File: config.mk
export PLATFORM = sky130hd
export DESIGN_NAME = sync_fifo_rd_stream
export DESIGN_NICKNAME = d
export VERILOG_FILES = /design/src/rtl/sync_fifo_rd_stream.sv
export SDC_FILE = /design/constraint.sdc
export NUM_CORES = 1
export LEC_CHECK = 0
export ABC_AREA = 1
export ABC_CLOCK_PERIOD_IN_PS = 4000
export CORE_MARGIN = 1
export CORE_UTILIZATION = 48
export DETAILED_ROUTE_END_ITERATION = 8
export PLACE_DENSITY = 0.9
export SYNTH_ARGS = -nofsm -noshare
export SYNTH_HDL_FRONTEND = slang
export SYNTH_SLANG_ARGS = --single-unit
File: constraint.sdc
create_clock -name clk -period 4 [get_ports clk]
set_clock_uncertainty 0.2 [all_clocks]
set_input_delay 0.8 -clock clk [delete_from_list [all_inputs] [get_ports clk]]
set_output_delay 0.8 -clock clk [all_outputs]
set_load 0.005 [all_outputs]
File: src/rtl/sync_fifo_rd_stream.sv
// sync_fifo_rd_stream: read side of sync_fifo_ptr,
// re-presented as a valid/ready stream.
//
// Ports:
//   clk, rst_n       clock, sync active-low reset
//   fifo_empty       FIFO empty flag (registered)
//   fifo_data_out    FIFO read data, valid the edge
//                    after an accepted fifo_rd_en
//   fifo_rd_en       FIFO read strobe
//   m_valid/m_ready  stream handshake
//   m_data           stream word
//   m_level          words held in the output buffer
//   beat_cnt         words delivered
//   stall_cnt        cycles with m_valid & ~m_ready
//
// Build option: SYNC_FIFO_RD_STREAM_STATS_EN enables
// the beat/stall counters; otherwise they read 0.

module sync_fifo_rd_stream #(
  parameter int DATA_WIDTH = 8,
  parameter int CNT_WIDTH  = 16
) (
  input  logic                  clk,
  input  logic                  rst_n,
  input  logic                  fifo_empty,
  input  logic [DATA_WIDTH-1:0] fifo_data_out,
  output logic                  fifo_rd_en,
  output logic                  m_valid,
  input  logic                  m_ready,
  output logic [DATA_WIDTH-1:0] m_data,
  output logic [1:0]            m_level,
  output logic [CNT_WIDTH-1:0]  beat_cnt,
  output logic [CNT_WIDTH-1:0]  stall_cnt
);

  logic [DATA_WIDTH-1:0] mem [3];
  logic [1:0]            wr_ptr;
  logic [1:0]            rd_ptr;
  logic [1:0]            cnt;
  logic                  inflight;
  logic                  pop;
  logic [2:0]            occ;

  function automatic logic [1:0] ptr_next(
    input logic [1:0] p
  );
    return (p == 2'd2) ? 2'd0 : p + 2'd1;
  endfunction

  // A slot is reserved for every read in flight,
  // so issuing only while occ < 3 means a returning
  // word always has room. Issue never looks at
  // m_ready, keeping the consumer off this path.
  assign occ = 3'(cnt) + 3'(inflight);

  assign fifo_rd_en = rst_n & ~fifo_empty
                    & (occ < 3'd3);

  assign m_valid = (cnt != 2'd0);
  assign pop     = m_valid & m_ready;
  assign m_level = cnt;

  always_comb begin
    m_data = mem[0];
    unique case (rd_ptr)
      2'd1:    m_data = mem[1];
      2'd2:    m_data = mem[2];
      default: m_data = mem[0];
    endcase
  end

  always_ff @(posedge clk) begin
    if (!rst_n) begin
      cnt      <= 2'd0;
      wr_ptr   <= 2'd0;
      rd_ptr   <= 2'd0;
      inflight <= 1'b0;
    end else begin
      inflight <= fifo_rd_en;
      if (inflight)
        wr_ptr <= ptr_next(wr_ptr);
      if (pop)
        rd_ptr <= ptr_next(rd_ptr);
      cnt <= cnt + 2'(inflight) - 2'(pop);
    end
  end

  // Storage needs no reset; cnt gates visibility.
  always_ff @(posedge clk) begin
    if (rst_n && inflight) begin
      unique case (wr_ptr)
        2'd1:    mem[1] <= fifo_data_out;
        2'd2:    mem[2] <= fifo_data_out;
        default: mem[0] <= fifo_data_out;
      endcase
    end
  end

`ifdef SYNC_FIFO_RD_STREAM_STATS_EN
  logic [CNT_WIDTH-1:0] beat_q;
  logic [CNT_WIDTH-1:0] stall_q;

  always_ff @(posedge clk) begin
    if (!rst_n) begin
      beat_q  <= '0;
      stall_q <= '0;
    end else begin
      if (pop)
        beat_q <= beat_q + CNT_WIDTH'(1);
      if (m_valid && !m_ready)
        stall_q <= stall_q + CNT_WIDTH'(1);
    end
  end

  assign beat_cnt  = beat_q;
  assign stall_cnt = stall_q;
`else
  assign beat_cnt  = '0;
  assign stall_cnt = '0;
`endif

endmodule

## Word level (Yosys, flattened, before mapping)

Memories as Yosys holds them, arrays and structs flattened.
Index checks and enable logic that the tools add are counted.

- Register bits after elaboration: 7
- Memory bits (writable): 24
- Input bits: 12
- Output and inout bits: 44
- Word-level logic and storage cells: 42
- Memories: 1

Memory list:

| name | depth | width | rd ports | clocked after memory_dff | write ports | RTL line | text |
|---|---|---|---|---|---|---|---|
| mem | 3 | 8 | 3 | 0 | 1 | 36 | `logic [DATA_WIDTH-1:0] mem [3];` |

- $add $sub $neg: 5
- Order comparisons: 1
- Equal/unequal tests: 4
- Muxes and demuxes: 18
- Bitwise gates (word level): 4
- Reduce and logical (&&, ||, !) cells: 5

Operators with widths:

| operator | count |
|---|---|
| 8-bit 2-to-1 mux | 2 |
| 8-bit one-hot mux with 2 select lines | 1 |
| 8-bit OR reduction | 2 |
| 1-bit 2-to-1 mux | 11 |
| 2-bit 2-to-1 mux | 4 |
| 2-bit by 1-bit adder with 2-bit output (second input constant) | 2 |
| 2-bit by 1-bit equality test with 1-bit output (second input constant) | 2 |
| 2-bit equality test (second input constant) | 2 |
| 2-bit by 1-bit adder with 3-bit output | 1 |
| 1-bit AND | 3 |
| 3-bit by 2-bit less-than comparator with 1-bit output (second input constant) | 1 |
| 2-bit by 1-bit adder with 2-bit output | 1 |
| 2-bit nonzero test | 1 |
| 2-bit OR reduction | 1 |
| 2-bit by 1-bit subtractor with 2-bit output | 1 |
| 1-bit logical AND | 1 |
| 1-bit inverter | 1 |

## Logic depth before layout (Yosys ltp)

- Word-level depth: 7
- Mapped depth: 10
- Depth with buffers taken out: 10

## Least setup slack after synthesis

Ideal clock, no wire load.

- Kind: register to output
- Start: register rd_ptr[0]
- End: output port m_data[0]
- Arrival: 1.096 ns
- Setup slack: 1.904 ns
- Cell stages (with the launch flop): 7
- Cell sequence: dfxtp_1 inv_1 ha_1 buf_6 inv_4 a21oi_1 a21oi_1

- Word-level cells in the longest chain between the ends: 2

Ends and longest elaborated chain:

| item | RTL line | text |
|---|---|---|
| start: declaration | 38 | `logic [1:0] rd_ptr;` |
| start signal: assignment | 83 | `rd_ptr <= ptr_next(rd_ptr);` |
| 2-bit equality test / 2-bit by 1-bit equality test with 1-bit output (equally long branches) | 65 | `unique case (rd_ptr)` |
| 8-bit one-hot mux with 2 select lines (*) | 65 |  |
| end: declaration | 30 | `output logic [DATA_WIDTH-1:0] m_data,` |

Mark *: on every way between the ends. The rest lies on a longest branch, timed or not.

## Worst setup path in the final report

Same ends and word-level chain as after synthesis.

==> flow_metrics.py <==
metrics = {
    "placed_design": {
        "hpwl_mm": 1.61,
        "globalplace.congestion": 0.746,
        "dp_cells": 221,
        "portBuffers": 23,
    },
    "hold_path": {
        "whs_endpoint": "rd_ptr[1]",
        "hp-class": "reg2reg",
        "hp-start": "rd_ptr[1]",
        "hold_depth": 2,
    },
    "run_status": {
        "outcome": "completed",
    },
    "cells_and_area": {
        "syn_to_final_growth_pct": 11.7,
        "nNetsFinal": 208,
        "layout.cells.non_filler": 229,
        "drive_gt1_frac": 0.0541,
        "antenna-diode-count": 0,
    },
    "logic_synthesis": {
        "synth_commonest_cells": "32 x buf_4, 24 x edfxtp_1, 19 x a21oi_1",
        "syn_area_per_cell_um2": 10.3,
        "yosysTopAreaCell": "edfxtp_1",
        "synth_seq_cells": 31,
        "synth_area_mm2": 0.00162,
        "synth_top_area_share": 0.444,
        "synthMostInstantiatedCell": "buf_4",
        "syn_inst": 158,
        "synth.yosys.seq_area_share": 0.531,
        "ys.warnings.count": 0,
        "synth-edff-count": 24,
        "synth_area_leaders": "edfxtp_1 44%, buf_4 15%, ha_1 9.3%, dfxtp_1 8.6%, a21oi_1 5.9%",
        "yosys_most_used_dff": "edfxtp_1",
        "ys_types": 19,
        "synth-async-reset-ratio": 0,
    },
    "critical_path": {
        "critPathLaunchType": "flop",
        "r2r.worst_path.cells": 3,
        "r2r_end": "mem[0][2]",
        "timing.critical_path.buf_inv": 3,
        "crit_family": "buffers and inverters",
        "crit_type": "reg2out",
        "cpMostUsedCell": "a21oi_1",
        "rr_startpoint": "wr_ptr[0]",
        "cp_cell_sequence": "inv_1 > ha_1 > inv_4 > a21oi_1 > a21oi_1 > clkdlybuf4s50_1",
        "crit_slowest_cell": "clkdlybuf4s50_1",
        "worstSetupStartpoint": "rd_ptr[0]",
        "path_max_fanout": 9,
        "crit_required_ns": 3.00,
        "arrival_ns": 2.18,
        "crit_path_end_kind": "output pin",
        "cpPeakStageDelay_ns": 0.53,
        "r2r_slack_ns": 2.15,
    },
    "route": {
        "postRouteAntennaNets": 0,
        "viasPerCell": 4.37,
        "post_drt_wl_per_cell_um": 9.53,
        "drt_iter0_drc": 34,
        "drc": 0,
        "dr_total_vias": 1000,
        "drtPass1Iterations": 4,
        "drt-total-wl_mm": 2.18,
    },
    "grt": {
        "antenna_found_initial": 0,
        "grt_max_degree": 11,
        "grt_pass1_vias": 868,
        "grt.overflow.total": 0,
        "grt.total_usage": 0.141,
        "grt_pass1_wl_mm": 3.54,
    },
    "clock_network": {
        "htreeDepth": 2,
        "cts_resized": 0,
        "clk_pin_slew_ns": 0.09,
        "worstSkewPairLatency_ns": 0.32,
        "ctsLongestPathBuffers": 2,
        "hold_buffers": 0,
        "numClockSinks": 31,
        "post_cts.repair.setup_buffers": 0,
        "numCtsBuffers": 5,
        "cts-root-buf": "clkbuf_4",
        "cts_tree": "built",
    },
    "sta": {
        "tns_ns": 0,
        "setup_viol": 0,
        "slew_viol_final": 0,
        "rsz0062_at_grt": "false",
        "max_clock_freq_mhz": 315,
        "finalHoldViolCount": 0,
        "min_period_ns": 3.18,
        "worst_pin_slew_ns": 0.682,
        "post-route-period-util": 0.795,
        "slew_headroom": 0.544,
    },
    "power_and_ir_drop": {
        "pwr-share-comb": 0.414,
        "pwr-share-clk": 0.169,
        "p_int_w": 0.000642,
        "p_leak_nw": 0.754,
        "p_switching_w": 0.000310,
        "p_seq_frac": 0.416,
        "peakVddDrop_mv": 0.292,
        "swShare": 0.326,
        "powerDensity_mw_per_mm2": 525,
    },
    "floorplanning": {
        "die_area_mm2": 0.00361,
        "ioPinCount": 56,
        "die_width_um": 60.1,
        "initial_core_util": 0.518,
        "core-area_mm2": 0.00313,
        "die_y_um": 60.1,
        "num_rows": 20,
    },
    "run": {
        "cap_violations": 0,
    },
}
how the worst max path moves through the flow:
stage                      end  slack [ns]  cells after the start
finish               m_data[0]        0.82                      6
global route         m_data[0]        0.67                      6
CTS                  m_data[0]        0.79                      6
detailed placement  fifo_rd_en        0.83                      4
global placement    fifo_rd_en        0.88                      4
floorplan            m_data[0]        1.90                      6
cell type report:
class / instances / area, µm²
inverter: 17 / 66.3
fill: 262 / 1320
timing repair buffer: 23 / 230
tap: 44 / 55.1
clock inverter: 2 / 8.76
clock buffer: 6 / 41.3
multi-input combinational: 106 / 549
sequential: 31 / 861
power groups by stage:
stage	combinational (W)	sequential [W]	clock [W]
2_1_floorplan	0.000246	0.000400	0
3_3_place_gp	0.000391	0.000403	0
3_5_place_dp	0.000397	0.000404	0
4_1_cts	0.000400	0.000396	0.000166
5_1_grt	0.000449	0.000400	0.000178
6_report	0.000394	0.000396	0.000161
cells by family (layout without fill, tap and decap cells):
| kind of cell | after synthesis | after routing | synth area share |
|---|---|---|---|
| buffers and inverters | 52 | 48 | 0.202 |
| AND/OR/NAND/NOR | 41 | 41 | 0.107 |
| AO/OA/AOI/OAI | 21 | 21 | 0.0648 |
| adder cells (fa/ha/maj) | 12 | 12 | 0.0926 |
| flip-flops | 31 | 31 | 0.531 |
| other | 1 | 32 | 0.00231 |
routing by layer:
layer  GRT usage  up-vias  share of wire
met5           0        -              0
met4      0.0864        0          0.019
met3      0.0584        4          0.089
met2       0.229       58           0.49
met1       0.150      437           0.40
li1            -      501              -
flip-flops by register name, summed over array words and instances (netlist names):
signal,cells
mem,24
m_level,2
rd_ptr,2
wr_ptr,2
inflight,1
metrics by stage:
| step | worst slack [ns] | total power [W] | instance area, µm² | hold slack [ns] | utilization |
|---|---|---|---|---|---|
| 6_report | 0.821 | 0.000952 | 1810 | 0.314 | 0.579 |
| 5_1_grt | 0.674 | 0.00103 | 1810 | 0.332 | 0.579 |
| 3_5_place_dp | 0.834 | 0.000801 | 1760 | 0.304 | 0.563 |
| 2_1_floorplan | 1.90 | 0.000646 | 1740 | 0.281 | - |
| 3_3_place_gp | 0.881 | 0.000793 | 1760 | 0.299 | 0.563 |
| 4_1_cts | 0.789 | 0.000963 | 1810 | 0.316 | 0.579 |
worst reg2reg max path, stage by stage (launching register included):
cell and delay [ns]:
dfxtp_1 0.37, inv_1 0.08, ha_1 0.30, nor2_1 0.54
cell usage in the layout (no fill, tap or decap):
| cell | synthesis | final |
|---|---|---|
| edfxtp_1 | 24 | 24 |
| clkbuf_4 | 0 | 5 |
| clkinv_1 | 0 | 1 |
| nand2_1 | 16 | 16 |
| clkinv_2 | 0 | 1 |
| inv_4 | 1 | 1 |
| dfxtp_1 | 7 | 7 |
| inv_1 | 16 | 16 |
| a21oi_1 | 19 | 19 |
| nor2_1 | 18 | 18 |
| ha_1 | 12 | 12 |
| nand2_2 | 1 | 1 |
| clkdlybuf4s50_1 | 0 | 23 |
| conb_1 | 1 | 32 |
| nand3_1 | 3 | 3 |
| o21ai_0 | 2 | 2 |
| nor2_4 | 1 | 1 |
| clkbuf_1 | 0 | 1 |
| nor2_2 | 1 | 1 |
| nand3b_1 | 1 | 1 |
(Power assumes the default switching activity.)
